$ cat src/rtl/contador_pkg.sv
// Shared types and defaults for the cork counter: BCD digit type, debounce state encoding,
// default timing constants and a two-digit BCD increment helper.
package contador_pkg;

    localparam int unsigned BCD_W            = 4;
    localparam int unsigned NUM_DIGITOS      = 4;
    localparam int unsigned SCAN_DIV_DEF     = 50000;
    localparam int unsigned DEBOUNCE_DEF     = 1000;
    localparam int unsigned ROLHAS_DUZIA_DEF = 12;

    typedef logic [BCD_W-1:0] bcd_t;

    typedef enum logic [1:0] {
        EST_0  = 2'd0,
        CONF_1 = 2'd1,
        EST_1  = 2'd2,
        CONF_0 = 2'd3
    } estado_deb_t;

    // Returns {dezenas, unidades} incremented by one; callers never pass 99.
    function automatic logic [2*BCD_W-1:0] incr_bcd2(input bcd_t dez, input bcd_t uni);
        if (uni == bcd_t'(9)) begin
            return {bcd_t'(dez + bcd_t'(1)), bcd_t'(0)};
        end
        return {dez, bcd_t'(uni + bcd_t'(1))};
    endfunction

endpackage

$ cat src/rtl/filtro_sensor.sv
// Cork sensor front end: two-flop synchronizer followed by a debounce FSM that emits a
// single-cycle event only when a confirmed rising level is accepted.
module filtro_sensor
    import contador_pkg::*;
#(
    parameter int unsigned DEBOUNCE_CYCLES = DEBOUNCE_DEF
) (
    input  logic clock,
    input  logic reset,
    input  logic sensor,
    output logic evento
);

    localparam int unsigned CW = $clog2(DEBOUNCE_CYCLES + 1);
    localparam logic [CW-1:0] CNT_MAX = CW'(DEBOUNCE_CYCLES - 1);

    logic          sync_1;
    logic          sync_2;
    estado_deb_t   estado;
    logic [CW-1:0] cnt_estavel;

    always_ff @(posedge clock) begin
        if (reset) begin
            sync_1      <= 1'b0;
            sync_2      <= 1'b0;
            estado      <= EST_0;
            cnt_estavel <= '0;
            evento      <= 1'b0;
        end else begin
            sync_1 <= sensor;
            sync_2 <= sync_1;
            evento <= 1'b0;
            case (estado)
                EST_0: begin
                    if (sync_2) begin
                        estado      <= CONF_1;
                        cnt_estavel <= '0;
                    end
                end
                CONF_1: begin
                    if (!sync_2) begin
                        estado <= EST_0;
                    end else if (cnt_estavel == CNT_MAX) begin
                        estado <= EST_1;
                        evento <= 1'b1;
                    end else begin
                        cnt_estavel <= cnt_estavel + 1'b1;
                    end
                end
                EST_1: begin
                    if (!sync_2) begin
                        estado      <= CONF_0;
                        cnt_estavel <= '0;
                    end
                end
                CONF_0: begin
                    if (sync_2) begin
                        estado <= EST_1;
                    end else if (cnt_estavel == CNT_MAX) begin
                        estado <= EST_0;
                    end else begin
                        cnt_estavel <= cnt_estavel + 1'b1;
                    end
                end
                default: estado <= EST_0;
            endcase
        end
    end

endmodule

$ cat src/rtl/contador_rolhas_bcd.sv
// Cork counter feeding the 4-digit multiplexed display: debounced cork events are packed into
// dozens as registered BCD digits, alongside a free-running digit-scan select.
module contador_rolhas_bcd
    import contador_pkg::*;
#(
    parameter int unsigned SCAN_DIV        = SCAN_DIV_DEF,
    parameter int unsigned DEBOUNCE_CYCLES = DEBOUNCE_DEF,
    parameter int unsigned ROLHAS_DUZIA    = ROLHAS_DUZIA_DEF
) (
    input  logic       clock,
    input  logic       reset,
    input  logic       sensor_rolha,
    input  logic       ligado,
    input  logic       zerar,
    output logic [1:0] contador,
    output bcd_t       duzias_dezenas,
    output bcd_t       duzias_unidades,
    output bcd_t       rolhas_dezenas,
    output bcd_t       rolhas_unidades,
    output logic       duzia_completa,
    output logic       cheio
);

    localparam int unsigned DIV_W = (SCAN_DIV > 1) ? $clog2(SCAN_DIV) : 1;
    localparam logic [DIV_W-1:0] DIV_MAX = DIV_W'(SCAN_DIV - 1);
    localparam bcd_t ROL_DEZ_MAX = bcd_t'((ROLHAS_DUZIA - 1) / 10);
    localparam bcd_t ROL_UNI_MAX = bcd_t'((ROLHAS_DUZIA - 1) % 10);

    logic             evento;
    logic [DIV_W-1:0] div_scan;
    logic             rolhas_no_max;
    logic             duzias_no_max;

    filtro_sensor #(
        .DEBOUNCE_CYCLES(DEBOUNCE_CYCLES)
    ) u_filtro (
        .clock (clock),
        .reset (reset),
        .sensor(sensor_rolha),
        .evento(evento)
    );

    always_comb begin
        rolhas_no_max = (rolhas_dezenas == ROL_DEZ_MAX) && (rolhas_unidades == ROL_UNI_MAX);
        duzias_no_max = (duzias_dezenas == bcd_t'(9)) && (duzias_unidades == bcd_t'(9));
    end

    always_ff @(posedge clock) begin
        if (reset) begin
            div_scan <= '0;
            contador <= 2'd0;
        end else if (div_scan == DIV_MAX) begin
            div_scan <= '0;
            contador <= contador + 2'd1;
        end else begin
            div_scan <= div_scan + 1'b1;
        end
    end

    always_ff @(posedge clock) begin
        if (reset) begin
            duzias_dezenas  <= '0;
            duzias_unidades <= '0;
            rolhas_dezenas  <= '0;
            rolhas_unidades <= '0;
            duzia_completa  <= 1'b0;
            cheio           <= 1'b0;
        end else begin
            duzia_completa <= 1'b0;
            if (zerar) begin
                duzias_dezenas  <= '0;
                duzias_unidades <= '0;
                rolhas_dezenas  <= '0;
                rolhas_unidades <= '0;
                cheio           <= 1'b0;
            end else if (evento && ligado && !cheio) begin
                if (!rolhas_no_max) begin
                    {rolhas_dezenas, rolhas_unidades} <= incr_bcd2(rolhas_dezenas, rolhas_unidades);
                end else if (duzias_no_max) begin
                    // Saturated: keep 99/11 on display and latch full.
                    cheio <= 1'b1;
                end else begin
                    rolhas_dezenas  <= '0;
                    rolhas_unidades <= '0;
                    {duzias_dezenas, duzias_unidades} <= incr_bcd2(duzias_dezenas, duzias_unidades);
                    duzia_completa  <= 1'b1;
                end
            end
        end
    end

endmodule

$ cat config.mk
export PLATFORM = sky130hd
export DESIGN_NAME = contador_rolhas_bcd
export DESIGN_NICKNAME = d
export VERILOG_FILES = /design/src/rtl/contador_pkg.sv /design/src/rtl/filtro_sensor.sv /design/src/rtl/contador_rolhas_bcd.sv
export SDC_FILE = /design/constraint.sdc
export NUM_CORES = 1
export LEC_CHECK = 0
export ABC_CLOCK_PERIOD_IN_PS = 4000
export CAP_MARGIN = 20
export CORE_ASPECT_RATIO = 1.25
export CORE_MARGIN = 10
export CORE_UTILIZATION = 60
export CTS_CLUSTER_DIAMETER = 100
export DETAILED_ROUTE_END_ITERATION = 10
export PLACE_DENSITY = 0.84
export SYNTH_ARGS = -nofsm -noshare
export SYNTH_HDL_FRONTEND = slang
export SYNTH_SLANG_ARGS = --single-unit
$ cat constraint.sdc
create_clock -name clock -period 4 [get_ports clock]
set_clock_uncertainty 0.2 [all_clocks]
set_input_delay 0.4 -clock clock [delete_from_list [all_inputs] [get_ports clock]]
set_output_delay 0.4 -clock clock [all_outputs]
set_load 0.01 [all_outputs]
After elaboration in Yosys (flattened, before gate mapping)
Index checks and enable logic that the tools add are counted.

Register bits after elaboration: 51. Input bits: 5. Output and inout bits: 20. Logic and storage cells: 93.

Add/subtract/negate cells: 7. Equal/unequal tests: 17. Multiplexer cells: 33. Bitwise gates (word level): 5. Reductions and logical operators: 18.

Operator list (count): two-way mux 10 bit (5); case mux 10 bit (4 select lines) (1); two-way mux 8 bit (3); adder 16 x 1 -> 16 bit (second input constant) (1); adder 4 x 1 -> 4 bit (second input constant) (4); equality test 16 bit (second input constant) (1); two-way mux 4 bit (4); two-way mux 1 bit (13); equality test 4 bit (second input constant) (3); two-way mux 2 bit (6); AND reduction 4 bit (3); adder 10 x 1 -> 10 bit (second input constant) (1); equality test 10 bit (second input constant) (1); AND reduction 3 bit (3); equality test 4 x 1 -> 1 bit (second input constant) (2); case mux 2 bit (4 select lines) (1); inequality test 2 bit (second input constant) (3); NOT 1 bit (5); equality test 2 bit (second input constant) (2); logical AND 1 bit (4); inequality test 2 x 1 -> 1 bit (second input constant) (2); OR reduction 2 bit (2); OR reduction 4 bit (1); inequality test 3 x 1 -> 1 bit (second input constant) (1); 8 further kinds (8).

Longest topological paths before layout
Gate-level depths: netlist of run 1.

Depth after elaboration: 8. Depth in mapped cells: 7.

Modules after synthesis
From an unflattened synthesis of run 1, not the netlist that was laid out.

Cell total of the unflattened synthesis: 280. Area, all modules: 2544.9 um^2.

Modules (own cells, without submodules): contador_rolhas_bcd (times used 1, cells an instance 206, area each 1843.0 um^2, sequential area each 720.7 um^2); filtro_sensor (times used 1, cells an instance 74, area each 701.9 um^2, sequential area each 300.3 um^2).

Worst setup path before layout of run 1
OpenSTA, ideal clock, no wires.

Kind: reg2reg. From: register rolhas_dezenas[0]. To: register duzias_dezenas[2]. Data arrival time: 2192 ps. Required time: 3730 ps. Setup slack: 1538 ps. Stages on the path, launching flop included: 7. Period minus slack after synthesis: 2462 ps. Cells stage by stage: dfxtp_1 ha_1 or4b_1 or4_1 buf_2 or4_1 a21oi_1.

Longest elaborated chain between the ends: 3.

RTL lines: from (decl) (RTL line contador_rolhas_bcd.sv:18) `output bcd_t rolhas_dezenas,`; from (signal assigned) (RTL line contador_rolhas_bcd.sv:78) `{rolhas_dezenas, rolhas_unidades} <= incr_bcd2(rolhas_dezenas, rolhas_unidades);`; equality test 4 x 1 -> 1 bit (RTL line contador_rolhas_bcd.sv:44) `rolhas_no_max = (rolhas_dezenas == ROL_DEZ_MAX) && (rolhas_unidades == ROL_UNI_MAX);`; logical AND 1 bit (RTL line contador_rolhas_bcd.sv:44); AND reduction 4 bit (no line); to (signal assigned) (RTL line contador_rolhas_bcd.sv:85) `{duzias_dezenas, duzias_unidades} <= incr_bcd2(duzias_dezenas, duzias_unidades);`; to (decl) (RTL line contador_rolhas_bcd.sv:16) `output bcd_t duzias_dezenas,`.

No other way between the ends. A chain may end at the register's enable or synchronous reset.

Worst setup path after layout of run 1
Ends and elaborated chain as after synthesis.

==> reports/qor.txt, run 1 <==
Die Area: 6870 sq um
Period utilization: 63.7%
RSZ-0062 raised after global routing: false
Setup Crit Path Kind: reg2reg
TritonCTS clock tree: yes
Fin nets: 306
Critical R2R Launch: rolhas_dezenas[0]
Die Span Y: 90.2 um
Post-synth top area cell: dfxtp_1
Worst hold start: u_filtro.sync_1
Clock power frac: 43.7%
Wire length of the first global-routing pass: 8.80 mm
Gate Count Post-Synth: 268
Die width: 76.2 um
Clock sinks: 51
Avg Cell Area, Syn: 8.82 sq um
Total Neg Setup Slack: 0 ps
HP Class: reg2reg
Post-synth EDFFs: 0
Vias in the first global route: 2039
Crit-path max FO: 8
Core Area: 3780 sq um
Post-Syn Area: 2360 sq um
Worst-path clk slew: 100 ps
Worst path top cell family by delay: simple AND/OR/NAND/NOR gates
Finished Cell Area: 2790 sq um
Critical Path Start: rolhas_dezenas[0]
Worst path slowest cell: or4_1
First-pass detailed-route iteration total: 4
Static Leak: 0.000921 uW
CP Launch Type: flip-flop
Hold buffers post-CTS: 0
Hpwl dp: 3.60 mm
Cell variety after synth: 40
Final wirelength: 4.95 mm
Largest net degree at the start of global routing: 17
N_diodes: 0
Num rows: 25
Crit-path max cell delay: 630 ps
WL/cell: 14.2 um
Via density: 5.91
Initial antenna violation count: 0
DRT iter0 DRCs: 134
Seq/Total Area, Yosys: 43.2%
Layout cells sized above 1: 3.40%
Largest cells by area after synthesis: dfxtp_1 (43%), a21oi_1 (4.4%), nor2_1 (4.3%)
Most used DFF post-synth: dfxtp_1
Final hold vios: 0
Setup Fix Bufs, Post-CTS: 0
Cts bufs inserted: 5
CTS H-Tree Depth: 2
Final-report setup violation count: 0
Fill cells: 293
#FFs+latches synth: 51
Clock Latency Late Sink: 310 ps
Synth async-reset ratio: 0%
DP Area: 2650 sq um
Vias: 2057
Slew Limit Headroom: 58.0%
Max Root-Sink Buffers: 2
Combinational share of power: 2.5%
Ys Warns: 0
Synth top area share: 43.2%
CP most frequent cell: or4_1
Syn_nets: 281
Crit. End Element: flip-flop
IO Count: 25
Area growth syn-to-layout: 17.9%
Gr usage total: 14.9%
FMAX: 0.392 GHz
Max-slew violation count: 0
Slew @ Worst Pin: 628 ps
WP buf/inv: 0
Psw: 188 uW
DR DRC count: 0
Port bufs: 24
Post-CTS sizing: 0
CP cell instances: ha_1 -> or4b_1 -> or4_1 -> or4_1 -> a21oi_1
GPL Wtd Cong: 0.851
Clock Root Buffer: clkbuf_8
Initial Util: 62.5%
PwrDens: 343 nW/um^2
Grt ovf: 0
CP Data Arrival Time: 2590 ps
Max IR drop VDD: 0.275 mV
Critical Path RT: 4040 ps
Number of max-cap violations: 0
Part of the power in registers: 53.7%
Status: completed
Routed Antenna Nets: 0
Crit path time final: 2550 ps
Internal Power: 770 uW
Switching part of the total: 19.6%
[metrics by stage]
step                      worst slack (ps)  std cells  total power, uW  utilization, %  hold WS, ps
final                                 1450        348              957            73.7          271
after global routing                  1340        348              993            73.7          281
after CTS                             1440        348              968            73.7          274
after detailed placement              1350        340              550            70.1          235
after global placement                1410        340              550            70.1          216
after floorplan                       1540        268              541               -          214
[Yosys cell counts (all sizes together) (9+ instances only)]
cell,number
xnor2,9
o21ai,15
nand2,10
xor2,10
inv,10
a21oi,21
dfxtp,51
nand4,9
or4,10
or3,10
nor2,27
nand3,12
[placed cells by master (no fill, tap or decap), drive strengths merged, types with 2 or more instances in the layout]
| cell | n |
|---|---|
| o31ai | 6 |
| ha | 8 |
| and3 | 4 |
| nand3 | 12 |
| nor4 | 2 |
| nand2 | 10 |
| bufinv | 2 |
| nand3b | 4 |
| clkbuf | 5 |
| o21a | 2 |
| and4 | 3 |
| o21ai | 15 |
| a311oi | 3 |
| nand2b | 4 |
| nor2b | 4 |
| inv | 10 |
| a21oi | 21 |
| or3 | 10 |
| o211ai | 2 |
| nor2 | 27 |
| dfxtp | 51 |
| nand4 | 9 |
| xnor2 | 9 |
| mux2i | 3 |
| nor4b | 3 |
| or4 | 10 |
| a31oi | 2 |
| clkdlybuf4s50 | 24 |
| nor3 | 6 |
| xor2 | 10 |
| nor4bb | 2 |
[state kept, by name, summed over array words and instances, names as in the netlist, named ones only]
| register | count |
|---|---|
| u_filtro.evento | 1 |
| contador | 2 |
| rolhas_unidades | 4 |
| div_scan | 16 |
| u_filtro.estado | 1 |
| duzia_completa | 1 |
| rolhas_dezenas | 4 |
| u_filtro.sync_1 | 1 |
| u_filtro.sync_2 | 1 |
| cheio | 1 |
| duzias_dezenas | 4 |
| u_filtro.cnt_estavel | 10 |
| duzias_unidades | 4 |
[cell families (layout without fill, tap and decap cells)]
family / Yosys count / after routing / share of synthesized area, %
AO/OA/AOI/OAI: 54 / 54 / 13.5
XOR/XNOR: 19 / 19 / 7.04
multiplexers: 3 / 3 / 1.27
buffers and inverters: 17 / 43 / 2.75
flip-flops: 51 / 51 / 43.2
AND/OR/NAND/NOR: 116 / 116 / 28.0
adder cells (fa/ha/maj): 8 / 8 / 4.23
[routing by layer]
| metal | vias up | share of wire (%) | track usage, % | wire length (um) |
|---|---|---|---|---|
| met2 | 40 | 50 | 27.3 | 2500 |
| met4 | 0 | 1.9 | 6.68 | 93 |
| met5 | - | 0 | 0 | 0 |
| met3 | 7 | 3.8 | 3.88 | 188 |
| met1 | 983 | 44 | 15.3 | 2170 |
| li1 | 1027 | - | - | - |
[power groups by stage]
stage          combinational [uW]  clock (uW)  sequential [uW]
2_1_floorplan                15.6           0              526
3_3_place_gp                 23.8           0              526
3_5_place_dp                 24.3           0              526
4_1_cts                      24.4         429              514
5_1_grt                      27.5         450              515
6_report                     24.3         419              514
[path summary, 6_finish.rpt]
| path | endpoint | slack, ps | depth (start not counted) |
|---|---|---|---|
| hold reg to reg | u_filtro.sync_2 | 270 | 1 |
| hold / removal | u_filtro.sync_2 | 270 | 1 |
| setup reg to reg | duzias_dezenas[2] | 1450 | 5 |
| setup / recovery | duzias_dezenas[2] | 1450 | 5 |
[cell type report]
type	instances	area, sq um	share of cell area (%)
tap	54	67.6	2.42
clock buffer	5	68.8	2.47
timing repair buffer	25	248	8.88
multi-input combinational	200	1280	45.9
inverter	10	37.5	1.35
clock inverter	3	67.6	2.42
sequential	51	1020	36.6
Note: power is estimated with default switching activity, not from simulation.
==> run 2, diff against run 1 <==
ABC_CLOCK_PERIOD_IN_PS = 2400   (was 4000)
CORE_UTILIZATION = 56   (was 60)
PLACE_DENSITY = 0.79   (was 0.84)
clock period = 2.4 ns   (was 4 ns; I/O delays follow)
==> run 2 against run 1 <==
  * Setup slack got worse by 1400 ps
  * Utilization down 4.8 points
  * Clock-buffer cell count rose by 1
  * Die area increased by 5.4%
  * Critical path depth decreased by 1
  * Sequential cell count unchanged
  * Combinational power up 69%
  * Largest cell class unchanged
==> reports/qor.txt, run 2 (same netlist as run 1, synthesis figures left out) <==
Number of max-cap violations: 0 (unchanged)
IO Count: 25 (unchanged)
Finished Cell Area: 2820 sq um (+1.3%)
RSZ-0062 raised after global routing: false
Met3 Track Usage GR: 3.87% (-0.016 points)
FF+latch area: 1020 sq um (+0.24%)
R2R depth: 4 (-1)
Clock power frac: 36.5% (-7.2 points)
Multi-input logic area: 1290 sq um (+0.59%)
Initial Util: 57.7% (-4.8 points)
Max reg flops: 16 (unchanged)
Gr usage total: 14.1% (-0.74 points)
Initial antenna violation count: 0 (unchanged)
Fin nets: 314 (+2.6%)
Final-report setup violation count: 0 (unchanged)
Slew Limit Headroom: 56.5% (-1.5 points)
DP Area: 2720 sq um (+2.5%)
CTS H-Tree Depth: 2 (unchanged)
Total Neg Setup Slack: 0 ps (unchanged)
Reg with most FFs: div_scan
N_diodes: 0 (unchanged)
Clock Root Buffer: clkbuf_8
Final wirelength: 5.07 mm (+2.3%)
Die Span Y: 92.7 um (+2.7%)
CP Launch Type: flip-flop
Max Root-Sink Buffers: 2 (unchanged)
Vias: 2059 (+0.097%)
Max-slew violation count: 0 (unchanged)
DR DRC count: 0 (unchanged)
GPL Wtd Cong: 0.829 (-2.5%)
Static Leak: 0.000950 uW (+3.2%)
Hpwl dp: 3.74 mm (+3.9%)
Internal Power: 1100 uW (+43%)
Setup Fix Bufs, Post-CTS: 0 (unchanged)
DRT iter0 DRCs: 122 (-9.0%)
Largest net degree at the start of global routing: 17 (unchanged)
WL/cell: 14.1 um (-0.60%)
Util after Layout: 68.9% (-4.8 points)
Cts bufs inserted: 5 (unchanged)
Worst hold start: u_filtro.sync_1
Top Registers: div_scan (16), u_filtro.cnt_estavel (10)
Fill cells: 361 (+23%)
Critical R2R Launch: duzias_unidades[3]
Combinational share of power: 2.9% (+0.4 points)
HP Class: reg2reg
Status: completed
Routed Antenna Nets: 0 (unchanged)
Worst r2r dst: duzias_dezenas[2]
Wire length of the first global-routing pass: 8.67 mm (-1.5%)
Layout cells sized above 1: 7.28% (+3.9 points)
Overall power: 1420 uW (+48%)
Period utilization: 95.9% (+32 points)
Switching part of the total: 22.0% (+2.4 points)
Clock Latency Late Sink: 300 ps (about the same)
Crit. End Element: flip-flop
Final hold vios: 0 (unchanged)
Vias in the first global route: 1965 (-3.6%)
Port bufs: 24 (unchanged)
Internal reg-to-reg setup slack: 100 ps (-1350 ps)
First-pass detailed-route iteration total: 4 (unchanged)
Most frequent cells in the layout: dfxtp_1 (49), nor2_1 (27), clkdlybuf4s50_1 (24), a21oi_1 (21), o21ai_0 (14)
Worst-path clk slew: 90 ps (about the same)
FMAX: 0.435 GHz (+11%)
Commonest non-fill, non-tap cell in the layout: dfxtp_1
Via density: 5.75 (-2.7%)
Hold buffers post-CTS: 0 (unchanged)
PwrDens: 501 nW/um^2 (+46%)
Crit path time final: 2300 ps (-248 ps)
Met1 usage: 15.4% (+0.062 points)
Die Area: 7240 sq um (+5.4%)
Area growth syn-to-layout: 19.4%
Crit-path max FO: 6 (-2)
Grt ovf: 0 (unchanged)
Hold endpoint: u_filtro.sync_2
Part of the power in registers: 60.6% (+6.9 points)
Clock sinks: 51 (unchanged)
Num rows: 26 (+4.0%)
Grt met2 use: 25.0% (-2.3 points)
Core Area: 4100 sq um (+8.3%)
CP Data Arrival Time: 2340 ps (-250 ps)
Hold path cells: 1 (unchanged)
Busiest grt layer: met2
Setup Crit Path Kind: reg2reg
Max IR drop VDD: 0.409 mV (+49%)
Slew @ Worst Pin: 650 ps (+22.3 ps)
Psw: 312 uW (+66%)
Critical Path RT: 2440 ps (-1600 ps)
Die width: 78.1 um (+2.6%)
TritonCTS clock tree: yes
## run 2: power by group through the flow
stage / clock (uW) / sequential (uW) / combinational (uW)
after floorplan: 0 / 876 / 26.1
after global placement: 0 / 877 / 41.2
after detailed placement: 0 / 877 / 41.5
after CTS: 536 / 857 / 41.9
after global routing: 573 / 859 / 45.7
final: 517 / 857 / 41.1
## run 2: repair_timing
| action | CTS | global route |
|---|---|---|
| endpoints found under the setup margin | 1 | 3 |
| pin swaps | 0 | 1 |
| gates resized for setup | 1 | 1 |
## run 2: final cells by class
class | count | share of cell area, %
tap | 56 | 2.48
inverter | 10 | 1.33
timing repair buffer | 33 | 10.9
multi-input combinational | 200 | 45.5
clock inverter | 2 | 0.576
sequential | 51 | 36.2
clock buffer | 6 | 2.92
## run 2: how the worst max path moves through the flow
stage,startpoint,to,cells after the start
after CTS,rolhas_dezenas[1],duzias_dezenas[2],6
final,duzias_unidades[3],duzias_dezenas[2],4
after floorplan,rolhas_dezenas[0],duzias_dezenas[2],6
after global placement,rolhas_dezenas[1],duzias_dezenas[2],6
after global routing,duzias_unidades[3],duzias_dezenas[2],4
after detailed placement,rolhas_dezenas[1],duzias_dezenas[2],6
## run 2: metrics by stage
stage / cells / hold slack (ps) / setup slack, ps
after floorplan: 268 / 168 / 11.1
after global placement: 350 / 222 / 41.9
after detailed placement: 350 / 230 / 6.52
after CTS: 358 / 253 / 39.0
after global routing: 358 / 264 / 12.5
final: 358 / 253 / 98.9
## run 2: per-layer routing
metal / up-vias / wire (um)
met1: 972 / 2210
met4: 0 / 99
met3: 10 / 203
li1: 1044 / -
met2: 33 / 2550
met5: - / 0
## run 2: critical path, stage by stage, from the launching register on
cell and delay (ps):
dfxtp_1 400, or4bb_1 550, or4_4 540, or4_1 410, a21oi_1 140
==> run 3, diff against run 2 <==
SETUP_SLACK_MARGIN = 0.2   (was unset)
==> run 3 against run 2 <==
  * Combinational power grew 6.6%
  * Global-route usage shrank 0.099 points
  * Non-clock buffer count up 6
  * Clock-buffer cell count did not move
  * Sequential cell count unchanged
  * Highest routed layer unchanged
  * Die area unchanged
==> reports/qor.txt, run 3 (same netlist as run 1, synthesis figures left out) <==
Status: completed
Routed Antenna Nets: 0 (unchanged)
Clock power frac: 33.3% (-3.2 points)
Util after Layout: 70.1% (+1.3 points)
Combinational share of power: 3.2% (+0.3 points)
Hold endpoint: u_filtro.sync_2
Critical Path RT: 2440 ps (about the same)
Met1 usage: 15.5% (+0.057 points)
Die Area: 7240 sq um (unchanged)
Hold buffers post-CTS: 0 (unchanged)
CP Launch Type: flip-flop
Grt met2 use: 23.9% (-1.1 points)
R2R depth: 6 (+2)
Static Leak: 0.000976 uW (+2.7%)
Die Span Y: 92.7 um (unchanged)
Clock Latency Late Sink: 300 ps (about the same)
Internal Power: 1060 uW (-3.6%)
Grt ovf: 0 (unchanged)
Psw: 285 uW (-8.6%)
Initial antenna violation count: 0 (unchanged)
Clock sinks: 51 (unchanged)
Crit-path max FO: 4 (-2)
Period utilization: 92.6% (-3.3 points)
DR DRC count: 0 (unchanged)
Number of max-cap violations: 0 (unchanged)
Internal reg-to-reg setup slack: 180 ps (+80 ps)
Gr usage total: 14.0% (-0.099 points)
TritonCTS clock tree: yes
Top Registers: div_scan (16), u_filtro.cnt_estavel (10)
DRT iter0 DRCs: 122 (unchanged)
Largest net degree at the start of global routing: 16 (-1)
Initial Util: 57.7% (unchanged)
Setup Crit Path Kind: reg2reg
Via density: 5.73 (-0.38%)
WL/cell: 13.8 um (-2.2%)
Slew Limit Headroom: 69.2% (+13 points)
Num rows: 26 (unchanged)
CTS H-Tree Depth: 2 (unchanged)
N_diodes: 0 (unchanged)
Fin nets: 320 (+1.9%)
Overall power: 1350 uW (-4.7%)
Port bufs: 24 (unchanged)
Met3 Track Usage GR: 3.87% (unchanged)
Hold path cells: 1 (unchanged)
Worst hold start: u_filtro.sync_1
Hpwl dp: 3.71 mm (-0.73%)
Most frequent cells in the layout: dfxtp_1 (47), nor2_1 (27), clkdlybuf4s50_1 (24), a21oi_1 (20)
Busiest grt layer: met2
Crit. End Element: flip-flop
Cts bufs inserted: 5 (unchanged)
Finished Layout Cells: 362 (+1.1%)
First-pass detailed-route iteration total: 4 (unchanged)
Max Root-Sink Buffers: 2 (unchanged)
GPL Wtd Cong: 0.895 (+7.9%)
Die width: 78.1 um (unchanged)
Reg with most FFs: div_scan
FMAX: 0.450 GHz (+3.6%)
PwrDens: 469 nW/um^2 (-6.4%)
Worst r2r dst: duzias_dezenas[2]
CP Data Arrival Time: 2260 ps (-80 ps)
Wire length of the first global-routing pass: 8.60 mm (-0.80%)
Switching part of the total: 21.1% (-0.89 points)
Worst-path clk slew: 90 ps (about the same)
Vias: 2074 (+0.73%)
Layout cells sized above 1: 10.5% (+3.2 points)
Final wirelength: 5.01 mm (-1.1%)
IO Count: 25 (unchanged)
Clock Root Buffer: clkbuf_8
Critical R2R Launch: rolhas_dezenas[1]
Final-report setup violation count: 0 (unchanged)
Max IR drop VDD: 0.348 mV (-15%)
Core Area: 4100 sq um (unchanged)
Final hold vios: 0 (unchanged)
Vias in the first global route: 2010 (+2.3%)
HP Class: reg2reg
Commonest non-fill, non-tap cell in the layout: dfxtp_1
Crit path time final: 2220 ps (-79.1 ps)
Area growth syn-to-layout: 21.6%
Total Neg Setup Slack: 0 ps (unchanged)
Placed cell count: 355 (+1.4%)
Max-slew violation count: 0 (unchanged)
Max reg flops: 16 (unchanged)
Slew @ Worst Pin: 461 ps (-189 ps)
Part of the power in registers: 63.4% (+2.8 points)
RSZ-0062 raised after global routing: true
==> run 3: how the worst max path moves through the flow <==
stage | from | to | slack, ps | cells past startpoint
after floorplan | rolhas_dezenas[1] | duzias_dezenas[2] | 20 | 7
after global placement | rolhas_dezenas[1] | duzias_dezenas[2] | 100 | 6
after detailed placement | rolhas_dezenas[1] | duzias_dezenas[2] | 70 | 6
after CTS | rolhas_dezenas[1] | duzias_dezenas[2] | 200 | 6
after global routing | rolhas_dezenas[1] | duzias_dezenas[2] | 120 | 6
final | rolhas_dezenas[1] | duzias_dezenas[2] | 180 | 6
==> run 3: power by group through the flow <==
stage	sequential (uW)	clock (uW)	combinational, uW
after floorplan	875	0	26.1
after global placement	876	0	43.3
after detailed placement	876	0	44.1
after CTS	856	461	44.3
after global routing	857	492	49.9
final	856	450	43.8
==> run 3: critical path, stage by stage (launching register included) <==
cell	delay (ps)
dfxtp_2	330
inv_2	60
ha_4	120
or4b_4	450
or4_4	460
or4_4	430
a21oi_2	120
==> run 3: through the flow <==
stage / hold slack, ps / worst slack (ps) / instance area, sq um
5_1_grt: 270 / 121 / 2880
6_report: 249 / 178 / 2880
4_1_cts: 252 / 196 / 2840
3_5_place_dp: 232 / 67.9 / 2760
3_3_place_gp: 226 / 98.4 / 2760
2_1_floorplan: 168 / 20.7 / 2370
==> run 3: final cells by class <==
class                      count  area [sq um]
inverter                      10          37.5
clock buffer                   6          72.6
multi-input combinational    200          1310
tap                           56          70.1
sequential                    51          1030
timing repair buffer          39           357
fill                         355          1220
==> run 3: repair_timing <==
action	4_1_cts	5_1_grt
setup buffers	0	1
pin swaps	2	2
setup endpoints to repair	4	9
gates resized for setup	2	9
==> run 3: routing by layer <==
metal	part of all wire, %	wire [um]	vias to the layer above
met1	45	2230	960
met4	3.2	159	0
li1	-	-	1056
met2	48	2400	43
met3	4.4	221	15
met5	0	0	-
